[src/rtl/instr_encoder_pkg.sv]
`default_nettype none
// ============================================================================
// Module      : instr_encoder_pkg
// Description : Shared RV32I opcode constants, encoder format selects, the
//               request record and the legality / packing helper functions
//               used by instr_encoder.
// Revision    : 1.0 - initial release
// ============================================================================
package instr_encoder_pkg;

    // Base opcodes accepted by the encoder
    localparam logic [6:0] OP_R_TYPE = 7'b0110011;
    localparam logic [6:0] OP_I_TYPE = 7'b0010011;
    localparam logic [6:0] OP_LOAD   = 7'b0000011;
    localparam logic [6:0] OP_STORE  = 7'b0100011;
    localparam logic [6:0] OP_B_TYPE = 7'b1100011;
    localparam logic [6:0] OP_JAL    = 7'b1101111;
    localparam logic [6:0] OP_JALR   = 7'b1100111;
    localparam logic [6:0] OP_LUI    = 7'b0110111;
    localparam logic [6:0] OP_AUIPC  = 7'b0010111;
    localparam logic [6:0] OP_SYSTEM = 7'b1110011;

    localparam logic [31:0] EBREAK_WORD = 32'h0010_0073;

    // Encoder format selects
    typedef enum logic [2:0] {
        FMT_R   = 3'd0,
        FMT_I   = 3'd1,
        FMT_S   = 3'd2,
        FMT_B   = 3'd3,
        FMT_U   = 3'd4,
        FMT_J   = 3'd5,
        FMT_SYS = 3'd6,
        FMT_BAD = 3'd7
    } fmt_e;

    typedef struct packed {
        logic [6:0]  opcode;
        logic [2:0]  funct3;
        logic        funct7;
        logic [4:0]  rs1;
        logic [4:0]  rs2;
        logic [4:0]  rd;
        logic [31:0] imme;
    } req_t;

    function automatic fmt_e fmt_of(input logic [6:0] op);
        case (op)
            OP_R_TYPE:                    fmt_of = FMT_R;
            OP_I_TYPE, OP_LOAD, OP_JALR:  fmt_of = FMT_I;
            OP_STORE:                     fmt_of = FMT_S;
            OP_B_TYPE:                    fmt_of = FMT_B;
            OP_LUI, OP_AUIPC:             fmt_of = FMT_U;
            OP_JAL:                       fmt_of = FMT_J;
            OP_SYSTEM:                    fmt_of = FMT_SYS;
            default:                      fmt_of = FMT_BAD;
        endcase
    endfunction

    // True when v is representable as a two's-complement value of 'bits' bits:
    // everything from bit (bits-1) upward must be a copy of the sign.
    function automatic logic sfits(input logic [31:0] v, input int bits);
        logic signed [31:0] t;
        t     = $signed(v) >>> (bits - 1);
        sfits = (t == '0) || (t == '1);
    endfunction

    function automatic logic is_shift(input req_t r);
        is_shift = (r.opcode == OP_I_TYPE) &&
                   ((r.funct3 == 3'b001) || (r.funct3 == 3'b101));
    endfunction

    function automatic logic is_legal(input req_t r);
        logic ok;
        ok = 1'b0;
        case (fmt_of(r.opcode))
            FMT_R, FMT_SYS: ok = 1'b1;
            FMT_I: begin
                if (is_shift(r)) ok = (r.imme[31:5] == '0);
                else             ok = sfits(r.imme, 12);
                if ((r.opcode == OP_LOAD) &&
                    ((r.funct3 == 3'b011) || (r.funct3 == 3'b110) || (r.funct3 == 3'b111)))
                    ok = 1'b0;
            end
            FMT_S: ok = sfits(r.imme, 12);
            FMT_B: ok = sfits(r.imme, 13) && !r.imme[0] &&
                        (r.funct3 != 3'b010) && (r.funct3 != 3'b011);
            FMT_U: ok = (r.imme[11:0] == '0);
            FMT_J: ok = sfits(r.imme, 21) && !r.imme[0];
            default: ok = 1'b0;
        endcase
        is_legal = ok;
    endfunction

    function automatic logic [31:0] encode(input req_t r);
        logic [11:0] imm_i;
        imm_i = r.imme[11:0];
        // Shift immediates carry the SRA/SRL select in the upper imm bits
        if (is_shift(r)) imm_i[11:5] = {1'b0, r.funct7, 5'b0};
        case (fmt_of(r.opcode))
            FMT_R:   encode = {1'b0, r.funct7, 5'b0, r.rs2, r.rs1, r.funct3, r.rd, r.opcode};
            FMT_I:   encode = {imm_i, r.rs1, r.funct3, r.rd, r.opcode};
            FMT_S:   encode = {r.imme[11:5], r.rs2, r.rs1, r.funct3, r.imme[4:0], r.opcode};
            FMT_B:   encode = {r.imme[12], r.imme[10:5], r.rs2, r.rs1, r.funct3,
                               r.imme[4:1], r.imme[11], r.opcode};
            FMT_U:   encode = {r.imme[31:12], r.rd, r.opcode};
            FMT_J:   encode = {r.imme[20], r.imme[10:1], r.imme[11], r.imme[19:12],
                               r.rd, r.opcode};
            FMT_SYS: encode = EBREAK_WORD;
            default: encode = '0;
        endcase
    endfunction

endpackage
`default_nettype wire

[src/rtl/instr_fifo.sv]
`default_nettype none
// ============================================================================
// Module      : instr_fifo
// Description : Synchronous FIFO, DEPTH words of WIDTH bits. rd_data shows the
//               head word and reads as zero while empty.
// Ports       : clk, rst (async, active high), wr_en/wr_data push,
//               rd_en/rd_data pop, count/full/empty status.
// Revision    : 1.0 - initial release
// ============================================================================
module instr_fifo #(
    parameter int DEPTH = 4,
    parameter int WIDTH = 32
) (
    input  logic                       clk,
    input  logic                       rst,
    input  logic                       wr_en,
    input  logic [WIDTH-1:0]           wr_data,
    input  logic                       rd_en,
    output logic [WIDTH-1:0]           rd_data,
    output logic [$clog2(DEPTH):0]     count,
    output logic                       full,
    output logic                       empty
);
    localparam int AW = $clog2(DEPTH);
    localparam int CW = AW + 1;

    logic [WIDTH-1:0] mem_q [DEPTH];
    logic [AW-1:0]    wr_ptr_q, wr_ptr_d;
    logic [AW-1:0]    rd_ptr_q, rd_ptr_d;
    logic [CW-1:0]    count_q, count_d;
    logic             w_wr, w_rd;

    assign empty   = (count_q == '0);
    assign full    = (count_q == CW'(DEPTH));
    assign count   = count_q;
    assign rd_data = empty ? '0 : mem_q[rd_ptr_q];

    assign w_rd = rd_en & ~empty;
    assign w_wr = wr_en & (~full | w_rd);

    always_comb begin
        wr_ptr_d = wr_ptr_q;
        rd_ptr_d = rd_ptr_q;
        count_d  = count_q;
        // DEPTH is a power of two, so pointers wrap by natural overflow
        if (w_wr) wr_ptr_d = wr_ptr_q + AW'(1);
        if (w_rd) rd_ptr_d = rd_ptr_q + AW'(1);
        case ({w_wr, w_rd})
            2'b10:   count_d = count_q + CW'(1);
            2'b01:   count_d = count_q - CW'(1);
            default: count_d = count_q;
        endcase
    end

    always_ff @(posedge clk or posedge rst) begin
        if (rst) begin
            wr_ptr_q <= '0;
            rd_ptr_q <= '0;
            count_q  <= '0;
        end else begin
            wr_ptr_q <= wr_ptr_d;
            rd_ptr_q <= rd_ptr_d;
            count_q  <= count_d;
        end
    end

    // Storage needs no reset: empty gates the read side
    always_ff @(posedge clk) begin
        if (w_wr) mem_q[wr_ptr_q] <= wr_data;
    end

endmodule
`default_nettype wire

[src/rtl/instr_encoder.sv]
`default_nettype none
// ============================================================================
// Module      : instr_encoder
// Description : RV32I field-level request encoder. S1 registers an accepted
//               request; S2 checks legality, packs the word and pushes it to
//               the output FIFO or drops it with an error pulse.
// Ports       : clk, rst (async, active high); in_* request handshake and
//               fields; out_valid/out_ready/out_instr FIFO head;
//               err_pulse / err_cnt drop reporting.
// Revision    : 1.0 - initial release
// ============================================================================
module instr_encoder
    import instr_encoder_pkg::*;
#(
    parameter int DEPTH = 4
) (
    input  logic        clk,
    input  logic        rst,
    input  logic        in_valid,
    output logic        in_ready,
    input  logic [6:0]  in_opcode,
    input  logic [2:0]  in_funct3,
    input  logic        in_funct7,
    input  logic [4:0]  in_rs1,
    input  logic [4:0]  in_rs2,
    input  logic [4:0]  in_rd,
    input  logic [31:0] in_imme,
    output logic        out_valid,
    input  logic        out_ready,
    output logic [31:0] out_instr,
    output logic        err_pulse,
    output logic [7:0]  err_cnt
);
    localparam int CW = $clog2(DEPTH) + 1;

    req_t          s1_req_q, s1_req_d;
    logic          s1_valid_q, s1_valid_d;
    logic [7:0]    err_cnt_q, err_cnt_d;

    logic [CW-1:0] fifo_count;
    logic          fifo_full, fifo_empty;
    logic          w_accept, w_legal, w_push, w_drop;
    logic [31:0]   w_word;
    logic [CW-1:0] w_occupancy;

    // Reserve a slot for the word sitting in S1 so S2 can always push; uses
    // registered state only, so a pop frees space one cycle later.
    assign w_occupancy = fifo_count + CW'(s1_valid_q);
    assign in_ready    = ~fifo_full & (w_occupancy < CW'(DEPTH));
    assign w_accept    = in_valid & in_ready;

    assign w_legal   = is_legal(s1_req_q);
    assign w_word    = encode(s1_req_q);
    assign w_push    = s1_valid_q & w_legal;
    assign w_drop    = s1_valid_q & ~w_legal;
    assign err_pulse = w_drop;
    assign err_cnt   = err_cnt_q;
    assign out_valid = ~fifo_empty;

    always_comb begin
        s1_valid_d = w_accept;
        s1_req_d   = s1_req_q;
        if (w_accept) begin
            s1_req_d.opcode = in_opcode;
            s1_req_d.funct3 = in_funct3;
            s1_req_d.funct7 = in_funct7;
            s1_req_d.rs1    = in_rs1;
            s1_req_d.rs2    = in_rs2;
            s1_req_d.rd     = in_rd;
            s1_req_d.imme   = in_imme;
        end
        err_cnt_d = err_cnt_q;
        if (w_drop && (err_cnt_q != 8'hFF)) err_cnt_d = err_cnt_q + 8'd1;
    end

    always_ff @(posedge clk or posedge rst) begin
        if (rst) begin
            s1_valid_q <= 1'b0;
            s1_req_q   <= '0;
            err_cnt_q  <= '0;
        end else begin
            s1_valid_q <= s1_valid_d;
            s1_req_q   <= s1_req_d;
            err_cnt_q  <= err_cnt_d;
        end
    end

    instr_fifo #(
        .DEPTH (DEPTH),
        .WIDTH (32)
    ) u_fifo (
        .clk     (clk),
        .rst     (rst),
        .wr_en   (w_push),
        .wr_data (w_word),
        .rd_en   (out_ready),
        .rd_data (out_instr),
        .count   (fifo_count),
        .full    (fifo_full),
        .empty   (fifo_empty)
    );

endmodule
`default_nettype wire

[config.mk]
export PLATFORM = sky130hd
export DESIGN_NAME = instr_encoder
export DESIGN_NICKNAME = d
export VERILOG_FILES = /design/src/rtl/instr_encoder_pkg.sv /design/src/rtl/instr_fifo.sv /design/src/rtl/instr_encoder.sv
export SDC_FILE = /design/constraint.sdc
export NUM_CORES = 1
export LEC_CHECK = 0
export BUFFER_PORTS_ARGS = -buffer_cell sky130_fd_sc_hd__buf_2
export CORE_ASPECT_RATIO = 1.4
export CORE_MARGIN = 5
export CORE_UTILIZATION = 62
export DETAILED_ROUTE_END_ITERATION = 8
export PLACE_DENSITY = 0.84
export SLEW_MARGIN = 15
export SYNTH_ARGS = -nofsm -noshare
export SYNTH_HDL_FRONTEND = slang
export SYNTH_SLANG_ARGS = --single-unit
export TNS_END_PERCENT = 1
[constraint.sdc]
create_clock -name clk -period 10.2 [get_ports clk]
set_input_delay 0.51 -clock clk [delete_from_list [all_inputs] [get_ports clk]]
set_output_delay 0.51 -clock clk [all_outputs]
set_load 0.02 [all_outputs]
* Yosys cells after proc, flatten, opt, wreduce, memory -nomap -nowiden
Memories as Yosys holds them, arrays and structs flattened.
Index checks and enable logic that the tools add are counted.
** Operators by class
- $add $sub $neg :: 6
- Bitwise gates (word level) :: 10
- Reductions and logical operators :: 25
- Muxes and demuxes :: 10
- Order comparisons :: 1
- Equal/unequal tests :: 30
** Operators with widths (count)
- $pmux W32 S7 :: 1
- $eq A32 B32 Y1 const B :: 3
- $logic_not A32 Y1 :: 3
- $mux W32 :: 1
- $eq A7 B7 Y1 const B :: 4
- $logic_not A27 Y1 :: 1
- $eq A3 B3 Y1 const B :: 7
- $eq A7 B6 Y1 const B :: 3
- $pmux W3 S7 :: 1
- $eq A7 B5 Y1 const B :: 2
- $logic_not A12 Y1 :: 1
- $eq A3 B2 Y1 const B :: 3
- $add A8 B1 Y8 const B :: 1
- $ne A8 B8 Y1 const B :: 1
- $eq A7 B2 Y1 const B :: 1
- $logic_and A1 B1 Y1 :: 7
- $mux W7 :: 1
- $and A1 B1 Y1 :: 6
- $eq A3 B1 Y1 const B :: 2
- $logic_not A3 Y1 :: 2
- $logic_or A1 B1 Y1 :: 6
- $ne A3 B2 Y1 const B :: 2
- $pmux W1 S6 :: 1
- $pmux W3 S2 :: 1
- 14 further kinds :: 21
** Storage, ports and cells
- Bits in registers :: 74
- Memories :: 1
- Memory bits (writable) :: 128
- Logic and storage cells :: 95
- Output and inout port bits :: 43
- Bits of input ports :: 62
** Memory list
- u_fifo.mem_q :: words 4, width 32, read ports 1, clocked after Yosys merged registers in 0, wr ports 1, RTL line instr_fifo.sv:27 : logic [WIDTH-1:0] mem_q [DEPTH];

* Logic depth before layout (Yosys ltp)
- Depth in word-level cells :: 10
- Gate-level depth with buffers :: 12
- Gate-level depth less buffers :: 11

* Cells and area by module
Synthesis repeated with hierarchy kept, for this count alone.
** Unflattened totals
- Cells, all modules :: 560
- Area total of the unflattened synthesis :: 8861.0 sq um
** Modules (own cells, without submodules)
- instr_fifo :: area each 5352.6 sq um, instances 1, seq. area each 4018.9 sq um, cells each 259
- instr_encoder :: area each 3508.4 sq um, instances 1, seq. area each 1676.6 sq um, cells each 301

* Worst setup path before layout
OpenSTA, ideal clock, no wires.
- Kind :: register -> register
- Start :: register s1_req_q[12] (netlist bit)
- End :: memory u_fifo.mem_q[0][0], enable pin
- Library setup time :: 0.392 ns
- Data required time :: 9.808 ns
- Cell stages (with the launch flop) :: 8
- Clock period less this slack :: 3.332 ns
- Data arrival time :: 2.940 ns
- Path slack :: 6.868 ns
- Cells stage by stage :: dfrtp_1 > or4_1 > nor3_1 > o211ai_2 > a21oi_2 > o31ai_4 > a31oi_1 > and2_1
** On the way
- Cells in the longest elaborated chain, start to end :: 10
- Elaborated cells between the ends (all ways) :: 17
- Those cells by class :: eq/ne: 2; mux: 5; bitwise: 2; reduce/logical: 8
** Ends and longest elaborated chain
- start, declared :: RTL line instr_encoder.sv:36 : req_t s1_req_q, s1_req_d;
- start signal, assigned :: RTL line instr_encoder.sv:83 : s1_req_q <= s1_req_d;
- $eq A32 B32 Y1 or $logic_not A32 Y1 (tied branches) :: RTL line instr_encoder_pkg.sv:65 : sfits = (t == '0) || (t == '1);
- $logic_or A1 B1 Y1 :: RTL line instr_encoder_pkg.sv:65
- $logic_and A1 B1 Y1 (2 in series) :: RTL line instr_encoder_pkg.sv:86 : FMT_B: ok = sfits(r.imme, 13) && !r.imme[0] &&
- $logic_and A1 B1 Y1 :: RTL line instr_encoder_pkg.sv:87 : (r.funct3 != 3'b010) && (r.funct3 != 3'b011);
- $pmux W1 S6 * :: RTL line instr_encoder_pkg.sv:76 : case (fmt_of(r.opcode))
- $and A1 B1 Y1 * :: RTL line instr_encoder.sv:54 : assign w_push = s1_valid_q & w_legal;
- $and A1 B1 Y1 * :: RTL line instr_fifo.sv:39 : assign w_wr = wr_en & (~full | w_rd);
- $mux W1 * :: RTL line instr_fifo.sv:69 : if (w_wr) mem_q[wr_ptr_q] <= wr_data;
- $mux W1 (not written as such) * :: RTL line instr_fifo.sv:69
- end, declared :: RTL line instr_fifo.sv:27
Every way passes the cells marked *; elsewhere a longest branch is shown, timed or not.

* Worst setup path in the final report
- Start :: register s1_req_q[57] (netlist bit)
- End :: memory u_fifo.mem_q[3][21], enable pin
** On the way
- Cells in the longest elaborated chain, start to end :: 10
- Elaborated cells between the ends (all ways) :: 30
- Those cells by class :: eq/ne: 16; mux: 6; bitwise: 2; reduce/logical: 6
** Ends and longest elaborated chain
- $eq A7 B2 Y1, or another cell as far along :: RTL line instr_encoder_pkg.sv:48, instr_encoder_pkg.sv:81
- $reduce_or A3 Y1 or $reduce_or A2 Y1 (tied branches) :: RTL line instr_encoder_pkg.sv:48 : case (op)
- $pmux W3 S7 :: RTL line instr_encoder_pkg.sv:48
- $eq A3 B3 Y1 or $logic_not A3 Y1 (tied branches) :: RTL line instr_encoder_pkg.sv:76
- $reduce_or A2 Y1 :: RTL line instr_encoder_pkg.sv:76
- $pmux W1 S6 * :: RTL line instr_encoder_pkg.sv:76
- $and A1 B1 Y1 * :: RTL line instr_encoder.sv:54
- $and A1 B1 Y1 * :: RTL line instr_fifo.sv:39
- $mux W1 * :: RTL line instr_fifo.sv:69
- $mux W1 (not written as such) * :: RTL line instr_fifo.sv:69
Marks and branches as above.

==> flow_summary.ini <==
[power_and_ir_drop]
power.share.clock = 0.266
swShare = 0.341
p_int_uw = 1780
leakagePower_uw = 0.00418
power_density_nw_per_um2 = 270
comb_power_share = 0.316
seq_power_share = 0.418
max-vdd-ir-drop_mv = 0.158
p_sw_uw = 921

[timing]
relSlewSlack = 0.270
rsz0062_at_grt = no
hold_ws_ns = 0.228
fin_crit_sh = 0.405
finalClockSkew_ns = 0.0128
tightest_slew_ns = 1.09
setup_violations = 0
period_minus_slack_ns = 4.13
setup_tns_ns = 0
fmax_mhz = 242
final-hold-violation-count = 0
slew_violations = 0

[critical_path]
r2r_cells = 7
arrival_ns = 4.22
cp_max_fo = 32
slowest_stage = and2_2
crit_path_end_kind = flip-flop
critPathMaxStageDelay_ns = 0.83
crit_type = reg -> reg
crit_required_ns = 10.29
cp_common_cell = o211ai_1
cpLargestDelayFamily = simple AND/OR/NAND/NOR gates
cp-start-kind = flip-flop
worst-path-buf-inv = 0
worst-path-stages = 7
crit_chain = nand4b_1 > nor3_1 > o211ai_1 > o211ai_1 > o31ai_4 > a31oi_1 > and2_2

[clock_tree]
clk_pin_slew_ns = 0.07
cts_tree = built
numCtsBuffers = 18
clockBufferDepth = 3
cts_root_buffer = clkbuf_16
cts_setup_buffers = 0
postCtsResizedCells = 0
insertion_delay_ns = 0.47
htree_levels = 1
cts.sinks = 202
postCtsHoldBufs = 0

[global_route]
grt_first_pass_wirelength_um = 31300
grt_pass1_vias = 5920
grt_max_degree = 75
antenna_found_initial = 0
grt_usage = 0.248
grt-ovfl-total = 0

[detailed_routing]
dr.first_iter.drc_count = 436
antenna_left = 0
viasPerCell = 5.99
wl_per_cell_um = 20.5
wl_um = 19500
vias = 5698
drc = 0
firstDrtPassIters = 6

[placed_design]
routabilityCongestion = 0.883
dpl.cell_count = 920
io_buffers = 104
placed_area_um2 = 9380
dpl.hpwl_um = 13200

[logic_synthesis]
synth_nets = 724
synth_cell_types = 52
ys.flop_type = edfxtp_1
syn_area_um2 = 8690
yosysSeqAreaShare = 0.655
ys_ff_latch = 202
yosysTopAreaCellShare = 0.442
yosys-top-cells-area = edfxtp_1 (44%), dfrtp_1 (21%), mux4_2 (8.3%)
syn_inst = 656
synthArstFlopShare = 0.366
yosysWarningCount = 0
syn-mean-instance-area_um2 = 13.3
synth_top_area_cell = edfxtp_1
synth-edff-count = 128

[finish]
syn_to_final_growth_pct = 15.3
multi_input_area_um2 = 2830
stdcell_area_um2 = 10000
finalNonFillerCells = 952
fin_nets = 823
drive_gt1_frac = 0.250
regArea_um2 = 5700
antennaDiodeCount = 0
fill_cells = 927
mostFrequentLayoutCells = nand2_1 (178), edfxtp_1 (128), buf_2 (104), dfrtp_1 (73), and2_1 (34)
final_common_cell = nand2_1

[die]
io_pins = 105
die-height_um = 150
die_x_um = 110
initial_core_util = 0.628
row_count = 51
coreArea_um2 = 13800
die_area_um2 = 16500

[job]
drv_cap = 0

[outcome]
status = finished clean

[worst_hold_path]
hold_depth = 3
hold_class = in -> reg
==> synth_stat cells, types with 5 or more instances <==
master	instances
edfxtp_1	128
or2_2	5
and2_1	38
a21oi_1	9
nor3_1	9
a222oi_1	5
nand3_1	9
buf_1	7
nor2_1	15
ha_1	5
nand4_1	9
and3_1	7
xnor2_1	11
inv_1	16
a22o_1	17
mux4_2	32
o21ai_0	10
dfrtp_1	74
nand2_1	178
clkbuf_1	23
==> logic make-up after synthesis <==
logic type / after synthesis / synth area share
AND/OR/NAND/NOR: 292 / 0.159
flip-flops: 202 / 0.655
AO/OA/AOI/OAI: 59 / 0.0535
buffers and inverters: 47 / 0.0203
multiplexers: 38 / 0.0907
XOR/XNOR: 12 / 0.0121
adder cells (fa/ha/maj): 6 / 0.00950
==> stage by stage <==
stage | worst slack (ns) | utilization | power (uW)
4_1_cts | 6.20 | 0.723 | 2720
2_1_floorplan | 6.87 | - | 1720
3_3_place_gp | 6.47 | 0.678 | 1960
6_report | 6.07 | 0.724 | 2700
5_1_grt | 5.88 | 0.724 | 2850
3_5_place_dp | 6.28 | 0.678 | 2000
==> layout make-up <==
cell class,instances,area share
well taps,185,0.0231
clock inverters,11,0.0152
flip-flops and latches,202,0.569
multi-input cells,407,0.283
repair buffers,109,0.0557
clock buffers,21,0.0482
inverters,17,0.00637
==> worst register-to-register path, delay by kind of cell (launching register included) <==
kind / cells / cell delay (ns)
and+or+nand+nor: 3 / 1.88
DFF: 1 / 0.67
AOI/OAI and AO/OA: 4 / 1.16
==> power by group through the flow <==
stage / Clock (uW) / Combinational, uW / Sequential, uW
floorplan: 0 / 622 / 1100
global placement: 0 / 833 / 1130
detailed placement: 0 / 857 / 1140
CTS: 730 / 868 / 1120
global route: 765 / 941 / 1140
finish: 719 / 855 / 1130
==> per-layer routing <==
| layer | part of all wire | routed length, um | track usage | vias to the layer above |
|---|---|---|---|---|
| met5 | 0 | 0 | 0 | - |
| met1 | 0.37 | 7150 | 0.330 | 2831 |
| met4 | 0.022 | 433 | 0.0736 | 0 |
| li1 | - | - | - | 2562 |
| met2 | 0.54 | 10500 | 0.424 | 271 |
| met3 | 0.076 | 1480 | 0.0399 | 34 |
==> sequential cells by signal (all words and copies together) (netlist names) <==
name	flops
u_fifo.mem_q	128
s1_req_q	58
err_cnt	8
u_fifo.count	3
u_fifo.rd_ptr_q	2
u_fifo.wr_ptr_q	2
s1_valid_q	1
==> final timing paths <==
| path | start | endpoint | slack [ns] |
|---|---|---|---|
| worst max-delay path | s1_req_q[57]$_DFFE_PP0P_ | u_fifo.mem_q[3][21]$_DFFE_PP_ | 6.07 |
| worst min-delay path | in_imme[20] | s1_req_q[20]$_DFFE_PP0P_ | 0.23 |
| worst max register to register | s1_req_q[57]$_DFFE_PP0P_ | u_fifo.mem_q[3][21]$_DFFE_PP_ | 6.07 |
| worst min register to register | s1_req_q[32]$_DFFE_PP0P_ | s1_req_q[32]$_DFFE_PP0P_ | 0.49 |
| max in group asynchronous | rst | u_fifo.rd_ptr_q[0]$_DFFE_PP0P_ | 9.22 |
| min in group asynchronous | rst | err_cnt[1]$_DFFE_PP0P_ | 0.31 |
No activity file was read; power rests on OpenSTA's default activity.
